===== config.mk =====
export PLATFORM = sky130hd
export DESIGN_NAME = instr_encoder
export DESIGN_NICKNAME = d
export VERILOG_FILES = /design/src/rtl/proc_isa_pkg.sv /design/src/rtl/sync_fifo.sv /design/src/rtl/instr_encoder.sv
export SDC_FILE = /design/constraint.sdc
export NUM_CORES = 1
export LEC_CHECK = 0
export BUFFER_PORTS_ARGS = -buffer_cell sky130_fd_sc_hd__buf_2
export CORE_UTILIZATION = 39
export DETAILED_ROUTE_END_ITERATION = 16
export HOLD_SLACK_MARGIN = 0.08
export PLACE_DENSITY = 0.62
export SYNTH_ARGS = -nofsm -noshare
export SYNTH_HDL_FRONTEND = slang
export SYNTH_SLANG_ARGS = --single-unit

===== constraint.sdc =====
create_clock -name clk -period 3.01 [get_ports clk]
set_clock_uncertainty 0.2 [all_clocks]
set_input_delay 0.1505 -clock clk [delete_from_list [all_inputs] [get_ports clk]]
set_output_delay 0.1505 -clock clk [all_outputs]
set_load 0.01 [all_outputs]

===== src/rtl/proc_isa_pkg.sv =====
// Shared ISA definitions for the instruction encoder and the control decoder:
// operation enum, 6-bit opcode values, field positions and legality helpers.
package proc_isa_pkg;

  typedef enum logic [2:0] {
    OP_ADD = 3'd0,
    OP_SUB = 3'd1,
    OP_AND = 3'd2,
    OP_OR  = 3'd3,
    OP_LW  = 3'd4,
    OP_SW  = 3'd5
  } op_e;

  localparam logic [5:0] OPC_ADD = 6'd1;
  localparam logic [5:0] OPC_LW  = 6'd2;
  localparam logic [5:0] OPC_SUB = 6'd3;
  localparam logic [5:0] OPC_SW  = 6'd4;
  localparam logic [5:0] OPC_AND = 6'd5;
  localparam logic [5:0] OPC_OR  = 6'd6;

  localparam int OPC_MSB = 31;
  localparam int OPC_LSB = 26;
  localparam int RS_MSB  = 25;
  localparam int RS_LSB  = 21;
  localparam int RT_MSB  = 20;
  localparam int RT_LSB  = 16;
  localparam int RD_MSB  = 15;
  localparam int RD_LSB  = 11;
  localparam int IMM_MSB = 15;
  localparam int IMM_LSB = 0;

  function automatic logic is_legal(input logic [2:0] op);
    return op <= 3'(OP_SW);
  endfunction

  function automatic logic is_rtype(input logic [2:0] op);
    return op <= 3'(OP_OR);
  endfunction

  // Illegal codes map to 0 so a stray encode never yields a valid opcode.
  function automatic logic [5:0] opcode_of(input logic [2:0] op);
    logic [5:0] opc;
    opc = 6'd0;
    case (op)
      3'(OP_ADD): opc = OPC_ADD;
      3'(OP_SUB): opc = OPC_SUB;
      3'(OP_AND): opc = OPC_AND;
      3'(OP_OR):  opc = OPC_OR;
      3'(OP_LW):  opc = OPC_LW;
      3'(OP_SW):  opc = OPC_SW;
      default:    opc = 6'd0;
    endcase
    return opc;
  endfunction

endpackage


===== src/rtl/sync_fifo.sv =====
// First-word-fall-through synchronous FIFO; occupancy is tracked in an
// explicit level counter so the pointers can wrap freely.
module sync_fifo #(
  parameter int DEPTH = 4,
  parameter int WIDTH = 32
) (
  input  logic                       clk,
  input  logic                       reset,
  input  logic                       wr_en,
  input  logic [WIDTH-1:0]           wr_data,
  input  logic                       rd_en,
  output logic [WIDTH-1:0]           rd_data,
  output logic [$clog2(DEPTH+1)-1:0] level,
  output logic                       full,
  output logic                       empty
);

  localparam int PTR_W = $clog2(DEPTH);
  localparam int LVL_W = $clog2(DEPTH+1);

  logic [WIDTH-1:0] mem_q [DEPTH];
  logic [PTR_W-1:0] wr_ptr_q, wr_ptr_d;
  logic [PTR_W-1:0] rd_ptr_q, rd_ptr_d;
  logic [LVL_W-1:0] level_q, level_d;
  logic             do_wr, do_rd;

  assign full  = (level_q == LVL_W'(DEPTH));
  assign empty = (level_q == '0);
  assign do_wr = wr_en && !full;
  assign do_rd = rd_en && !empty;

  always_comb begin
    wr_ptr_d = wr_ptr_q;
    rd_ptr_d = rd_ptr_q;
    level_d  = level_q;
    if (do_wr) wr_ptr_d = wr_ptr_q + 1'b1;
    if (do_rd) rd_ptr_d = rd_ptr_q + 1'b1;
    case ({do_wr, do_rd})
      2'b10:   level_d = level_q + 1'b1;
      2'b01:   level_d = level_q - 1'b1;
      default: level_d = level_q;
    endcase
  end

  always_ff @(posedge clk) begin
    if (reset) begin
      wr_ptr_q <= '0;
      rd_ptr_q <= '0;
      level_q  <= '0;
    end else begin
      wr_ptr_q <= wr_ptr_d;
      rd_ptr_q <= rd_ptr_d;
      level_q  <= level_d;
    end
  end

  // Storage needs no reset: level gates every read of it.
  always_ff @(posedge clk) begin
    if (do_wr && !reset) mem_q[wr_ptr_q] <= wr_data;
  end

  assign rd_data = empty ? '0 : mem_q[rd_ptr_q];
  assign level   = level_q;

endmodule


===== src/rtl/instr_encoder.sv =====
// Encodes symbolic operation requests into 32-bit instruction words, buffers
// them in a FWFT FIFO and counts words handed to instruction memory.
module instr_encoder
  import proc_isa_pkg::*;
#(
  parameter int DEPTH = 4,
  parameter int CNT_W = 16
) (
  input  logic                       clk,
  input  logic                       reset,
  input  logic                       in_valid,
  output logic                       in_ready,
  input  logic [2:0]                 in_op,
  input  logic [4:0]                 in_rs,
  input  logic [4:0]                 in_rt,
  input  logic [4:0]                 in_rd,
  input  logic [15:0]                in_imm,
  output logic                       out_valid,
  input  logic                       out_ready,
  output logic [31:0]                out_instr,
  output logic                       err_illegal,
  output logic [$clog2(DEPTH+1)-1:0] level,
  output logic [CNT_W-1:0]           issued_count
);

  localparam int LVL_W = $clog2(DEPTH+1);

  logic [31:0]      word;
  logic             accept, push, pop;
  logic             fifo_full, fifo_empty;
  logic [LVL_W-1:0] fifo_level;
  logic             err_q, err_d;
  logic [CNT_W-1:0] cnt_q, cnt_d;

  always_comb begin
    word = '0;
    word[OPC_MSB:OPC_LSB] = opcode_of(in_op);
    word[RS_MSB:RS_LSB]   = in_rs;
    word[RT_MSB:RT_LSB]   = in_rt;
    if (is_rtype(in_op)) word[RD_MSB:RD_LSB]   = in_rd;
    else                 word[IMM_MSB:IMM_LSB] = in_imm;
  end

  // Illegal ops still handshake so the loader never stalls on them.
  assign in_ready  = !reset && !fifo_full;
  assign accept    = in_valid && in_ready;
  assign push      = accept && is_legal(in_op);
  assign out_valid = !fifo_empty;
  assign pop       = out_valid && out_ready;

  sync_fifo #(
    .DEPTH (DEPTH),
    .WIDTH (32)
  ) u_fifo (
    .clk     (clk),
    .reset   (reset),
    .wr_en   (push),
    .wr_data (word),
    .rd_en   (pop),
    .rd_data (out_instr),
    .level   (fifo_level),
    .full    (fifo_full),
    .empty   (fifo_empty)
  );

  always_comb begin
    err_d = accept && !is_legal(in_op);
    cnt_d = cnt_q;
    if (pop) cnt_d = cnt_q + 1'b1;
  end

  always_ff @(posedge clk) begin
    if (reset) begin
      err_q <= 1'b0;
      cnt_q <= '0;
    end else begin
      err_q <= err_d;
      cnt_q <= cnt_d;
    end
  end

  assign err_illegal  = err_q;
  assign issued_count = cnt_q;
  assign level        = fifo_level;

endmodule


==> out/results.tsv, run 1 <==
stage	metric	value	unit
sta	Max Fclk	393.0	MHz
clock_tree	TritonCTS clock tree	done	
critical_path	CP Capture Type	flip-flop	
worst_hold_path	worst hold-check path type	primary input to flip-flop	
floorplan	initial core utilization	39.94	%
sta	worst slew pin tran	0.6434	ns
critical_path	critical path class	flip-flop to flip-flop	
critical_path	RR Startpoint	u_fifo.level[2]	
place	Final HPWL DP	6.580	mm
floorplan	Core Area	14480	µm²
floorplan	Ports	92	
yosys	Synth Register Bits	142	
flow_run	Max-cap violations	0	
sta	final count of hold timing violations	0	
yosys	Ys Warns	0	
sta	RSZ-0062 raised after global routing	no	
grt	vias in the first global route	3412	
place	placed cell area	6462	µm²
layout	share of layout cells above drive strength 1	35.13	%
yosys	xor/xnor cell area share of the yosys netlist	2.120	%
critical_path	startpoint types	flip-flop	
detailed_routing	DR pass1 iterations	4	
yosys	cell count after synthesis	349	
yosys	Synth Area in Compound Gates	1.320	%
layout	antenna cells	0	
clock_tree	Num Clock Sinks	142	
grt	GR Util All Layers	15.48	%
detailed_routing	DR WL/cell	15.92	µm
sta	Final period util	84.54	%
detailed_routing	DR vias/cell	4.872	
detailed_routing	DR iter-0 viols	162	
power	VDD IR-drop max	381.2	µV
place	Buffers on Ports	88	
layout	commonest non-fill, non-tap cell in the layout	edfxtp_1	
clock_tree	CTS Buf Count	17	
clock_tree	Resize count post-CTS	0	
critical_path	R2R Setup Slk	0.47	ns
yosys	main combinational cell family by area after synthesis	multiplexers	
sta	TNS Setup	0	ns
sta	Final min period	2.545	ns
clock_tree	Max clock buf depth	2	
grt	first-pass GRT wire length	16.99	mm
layout	Filler Cell Count	1257	
sta	Pins Over Slew Limit	0	
layout	area of the multi-input gates	1658	µm²
yosys	mux cell area share after synthesis	13.22	%
detailed_routing	Final ANT Viol Nets	0	
clock_tree	Hold-fix buffers, CTS	38	
yosys	Seq/Total Area, Yosys	69.23	%
detailed_routing	wirelength, routed	10.91	mm
yosys	Avg Cell Area, Syn	16.57	µm²
clock_tree	root buffer cell	clkbuf_16	
detailed_routing	via count	3337	
grt	antenna violations before repair	0	
worst_hold_path	hold depth	6	
clock_tree	post-CTS setup buffers	0	
critical_path	critical path arrival	2.68	ns
layout	final net count	533	
layout	register area	4005	µm²
floorplan	chip height	123.8	µm
floorplan	Die X	123.8	µm
grt	Overflow after GRT	0	
worst_hold_path	min-delay src	in_op[2]	
sta	final setup fails	0	
layout	Final Instance Area	7383	µm²
status	status	finished, final reports clean	
yosys	number of distinct library cells after synthesis	36	
worst_hold_path	WHS Endpoint	u_fifo.wr_ptr_q[1]	
yosys	Mapped Area	5783	µm²
floorplan	area of the die	15320	µm²
critical_path	worst r2r path cells	10	
clock_tree	H-tree levels	4	
place	RD Place Congestion	0.7535	
critical_path	RR Endpoint	u_fifo.level[2]	
floorplan	row count	44	
power	P_leak	0.002665	µW
critical_path	crit path max fanout	8	
layout	most frequent cells in the layout	edfxtp_1 (116), buf_2 (88), dlygate4sd3_1 (38), nor2b_1 (32), mux4_2 (29)	
sta	slew margin rel.	56.71	%
yosys	Post-Synth Simple-Gate Area	9.996	%
clock_tree	Reg clk slew, reported paths	0.06	ns
clock_tree	Worst-Skew Late Latency	0.41	ns
detailed_routing	DRC violations left	0	
critical_path	worst path required time	3.15	ns
power	Pwr Density	731.3	nW/µm²
layout	Syn-to-layout area delta	27.67	%
grt	largest net degree at the start of global routing	31	
yosys	Synth Area in Adders	1.644	%
## cells in the mapped netlist
cell type  instances  area share [%]
edfxtp_1         116              60
nor2b_1           32             3.5
mux4_2            29              11
dfxtp_1           26             9.0
nor2_1            23             1.5
and2_1            15             1.6
nand2_1           11            0.71
clkbuf_1          10            0.65
mux2_2             9             1.8
xnor2_1            9             1.4
inv_1              8            0.52
a21oi_1            7            0.61
ha_1               6             1.3
nand3_1            6            0.52
xor2_1             5            0.76
buf_4              4            0.52
nor4_1             4            0.43
buf_2              3            0.26
nor3_1             3            0.26
o31ai_1            3            0.39
buf_6              2            0.39
nand4_1            2            0.22
o21ai_0            2            0.17
or3_1              2            0.22
a31o_2             1            0.15
and3_1             1            0.11
clkinv_1           1           0.065
conb_1             1           0.065
fa_1               1            0.35
mux2i_1            1            0.17
nand2b_1           1            0.11
nand4_2            1            0.22
nor3b_1            1            0.13
nor4bb_1           1            0.17
or3_4              1            0.19
or4_1              1            0.13
## flip-flops by register name, summed over array words and instances (netlist names), named ones only
signal and count:
u_fifo.mem_q 116, issued_count 16, u_fifo.level 3, u_fifo.rd_ptr_q 2, u_fifo.wr_ptr_q 2, err_illegal 1
## power by group
part	switching [µW]	leakage, µW	internal (µW)	total [µW]
clock network	804	0.000242	1060	1860
logic	658	0.00115	602	1260
registers	62.9	0.00127	2210	2280
total	1520	0.00267	3870	5400
## cell families (layout without fill, tap and decap cells)
logic type	count (synthesis)	after routing
flops	142	142
simple gates	105	105
mux	39	39
buf+inv	28	178
xor+xnor	14	14
compound gates	13	13
fa+ha+maj	7	7
other cells	1	3
## area by class of cell
cell class / instances / area share, %
Sequential cell: 142 / 54.25
Tap cell: 184 / 3.118
Clock inverter: 15 / 1.559
Timing Repair Buffer: 137 / 12.40
Clock buffer: 17 / 5.762
Inverter: 9 / 0.4575
Multi-Input combinational cell: 181 / 22.45
## worst max path at each step
stage	endpoint	cells past startpoint	startpoint
after global routing	u_fifo.level[2]	10	u_fifo.level[2]
after detailed placement	u_fifo.level[2]	10	u_fifo.level[2]
after CTS	u_fifo.level[2]	10	u_fifo.level[2]
after floorplan	u_fifo.mem_q[0][0]	4	u_fifo.level[0]
final	u_fifo.level[2]	10	u_fifo.level[2]
after global placement	u_fifo.level[2]	10	u_fifo.level[2]
## metrics by stage
stage                     total power (µW)  setup slack, ns  utilization (%)  cells  hold slack (ns)
after floorplan                       3115           0.6318                -    351          0.04937
after global placement                3548           0.6062            44.63    615           0.1629
after detailed placement              3565           0.4825            44.63    615           0.1693
after CTS                             5465           0.4413            50.99    685           0.1408
after global routing                  5683           0.3409            50.99    685           0.1907
final                                 5400           0.4655            50.99    685           0.1537
## metal layers
layer / vias up / track usage [%] / wire length, µm
met3: 6 / 4.853 / 505
met1: 1663 / 19.11 / 4889
met2: 83 / 25.87 / 5417
met5: - / 0 / 0
li1: 1585 / - / -
met4: 0 / 4.819 / 95
## critical path, cell delays in order, from the launching register on
cell	delay, ns
dfxtp_1	0.41
nor3b_1	0.30
nor4bb_1	0.10
buf_4	0.17
inv_1	0.05
ha_1	0.17
inv_1	0.06
fa_1	0.38
xor2_1	0.16
or3_1	0.30
a21oi_1	0.16
No activity file was read; power rests on OpenSTA's default activity.
==> run 2: changes to the inputs <==
- PLACE_DENSITY: 0.62 -> 0.64
- clock period: 3.01 -> 2.3 ns (I/O delays scaled with it)
==> run 2 against run 1 <==
The flow now finishes with violations (DRC). Non-clock buffer count is 7 higher. Via count hardly changed. Count of clock-buffer cells in the layout is 2 higher. Sequential power is 31% higher. Design area is 2.0% higher. Global-route usage is 0.34 points higher. Clock power is 39% higher. Cell count is 0.73% higher. First-iteration DRC count is 3.7% lower. Sequential share of layout area is 0.99 points lower. Worst hold slack better by 0.010 ns. Highest routed layer unchanged. Flip-flop and latch count stayed put.
==> out/results.tsv, run 2 (synthesis results as in run 1) <==
stage	metric	value	unit
status	status	finished, violations left	
status	failing checks	DRC	
floorplan	chip height	123.8	µm
power	P_leak	0.002744	µW
grt	largest net degree at the start of global routing	31	
layout	Largest Register	u_fifo.mem_q	
detailed_routing	DR WL/cell	16.37	µm
power	switching power share of the total	25.94	%
detailed_routing	DR vias/cell	4.832	
power	Clock Power Share	35.6	%
layout	fin util	52.02	%
layout	share of layout cells above drive strength 1	35.97	%
grt	vias in the first global route	3343	
critical_path	critical path class	flip-flop to flip-flop	
sta	final setup fails	0	
power	cell-internal power	5392	µW
layout	commonest non-fill, non-tap cell in the layout	edfxtp_1	
sta	Final WS setup	0.1206	ns
detailed_routing	via count	3334	
clock_tree	Reg clk slew, reported paths	0.05	ns
layout	register area	4011	µm²
clock_tree	CTS Buf Count	17	
place	Buffers on Ports	88	
clock_tree	post-CTS setup buffers	0	
grt	antenna violations before repair	0	
place	placed insts	622	
floorplan	Ports	92	
floorplan	area of the die	15320	µm²
critical_path	CP Capture Type	flip-flop	
layout	Final Non-Filler Cells	690	
clock_tree	H-tree levels	4	
critical_path	crit path max fanout	6	
flow_run	Max-cap violations	0	
detailed_routing	DR pass1 iterations	10	
grt	first-pass GRT wire length	17.57	mm
layout	Syn-to-layout area delta	30.25	%
floorplan	row count	44	
clock_tree	TritonCTS clock tree	done	
detailed_routing	wirelength, routed	11.29	mm
sta	Final period util	94.76	%
sta	Max Fclk	458.8	MHz
critical_path	critical path arrival	2.31	ns
layout	area of the multi-input gates	1680	µm²
power	Switch Pwr	1889	µW
floorplan	Core Area	14480	µm²
clock_tree	root buffer cell	clkbuf_16	
critical_path	startpoint types	flip-flop	
layout	max FFs per register	116	
clock_tree	Num Clock Sinks	142	
power	Comb power frac	23.5	%
detailed_routing	Final ANT Viol Nets	0	
place	Final HPWL DP	7.186	mm
sta	final count of hold timing violations	0	
layout	Filler Cell Count	1231	
critical_path	worst r2r path cells	9	
grt	GR Util All Layers	15.82	%
layout	most frequent cells in the layout	edfxtp_1 (116), buf_2 (88), dlygate4sd3_1 (38), nor2b_1 (32), mux4_2 (29)	
floorplan	initial core utilization	39.94	%
clock_tree	Max clock buf depth	2	
place	post-placement setup slack	-0.008466	ns
floorplan	Die X	123.8	µm
layout	final net count	540	
detailed_routing	DR iter-0 viols	156	
sta	Final min period	2.179	ns
power	Pwr Density	966.7	nW/µm²
power	VDD IR-drop max	572.7	µV
worst_hold_path	worst hold-check path type	primary input to flip-flop	
place	RD Place Congestion	0.7432	
power	sequential group share of total power	41.0	%
sta	Pins Over Slew Limit	0	
layout	antenna cells	0	
detailed_routing	DRC violations left	2	
critical_path	worst path required time	2.43	ns
clock_tree	Worst-Skew Late Latency	0.41	ns
grt	Overflow after GRT	0	
worst_hold_path	hold depth	6	
[run 2: cell types whose count changed in the layout (fill, tap and decap cells not counted), moves of 2 or more]
cell | previous run | this run
inv_6 | 3 | 0
buf_4 | 10 | 13
clkbuf_1 | 0 | 2
clkinv_4 | 2 | 0
clkinv_1 | 3 | 7
dfxtp_1 | 25 | 22
dfxtp_2 | 1 | 3
clkinvlp_4 | 7 | 1
buf_12 | 1 | 5
bufinv_16 | 0 | 3
[run 2: critical path, cell delays in order (launching register included)]
cell	delay, ns
dfxtp_4	0.36
nor3b_4	0.16
nor4bb_2	0.33
inv_1	0.08
ha_2	0.20
inv_1	0.07
fa_2	0.20
xor2_1	0.07
or3_1	0.30
a21oi_1	0.12
[run 2: power groups by stage]
stage	logic, µW	registers [µW]	clock network [µW]
final	1710	2980	2590
after global routing	1910	3000	2750
after CTS	1740	2970	2650
after detailed placement	1680	3030	0
after global placement	1660	3020	0
after floorplan	1070	3010	0
[run 2: final timing paths]
| path | startpoint | endpoint | slack, ns |
|---|---|---|---|
| worst max-delay path | u_fifo.level[2] | u_fifo.level[2] | 0.12 |
| worst min-delay path | in_op[2] | u_fifo.wr_ptr_q[1] | 0.16 |
| worst max register to register | u_fifo.level[2] | u_fifo.level[2] | 0.12 |
| worst min register to register | issued_count[1] | issued_count[1] | 0.31 |
[run 2: metal layers]
metal  track usage [%]  wire length [µm]  part of all wire, %  vias to the layer above
li1                  -                 -                    -                     1592
met1             19.63              5019                   44                     1651
met2             25.97              5585                   49                       79
met3             5.266               546                  4.8                       12
met4             5.196               141                  1.2                        0
met5                 0                 0                    0                        -
[run 2: cell type report]
type                    count  area share [%]
flip-flops and latches    142           53.26
multi-input cells         181           22.31
repair buffers            144           13.52
clock buffers              19           5.748
well taps                 184           3.056
clock inverters            11           1.661
inverters                   9          0.4485
[run 2: stage by stage]
| step | setup TNS (ns) | power (µW) | hold WS [ns] | area, µm² |
|---|---|---|---|---|
| floorplan | 0 | 4080 | 0.01387 | 5802 |
| CTS | 0 | 7356 | 0.1420 | 7516 |
| detailed placement | -0.008466 | 4709 | 0.1383 | 6571 |
| finish | 0 | 7281 | 0.1639 | 7532 |
| global route | -0.01599 | 7654 | 0.1704 | 7532 |
| global placement | 0 | 4677 | 0.1317 | 6571 |
[run 2: timing repair]
action	4_1_cts	5_1_grt
cloned	0	0
setup endpoints to repair	1	2
hold buffers	38	0
endpoints found under the hold margin	138	0
gates resized for setup	1	6
pin swaps	0	3
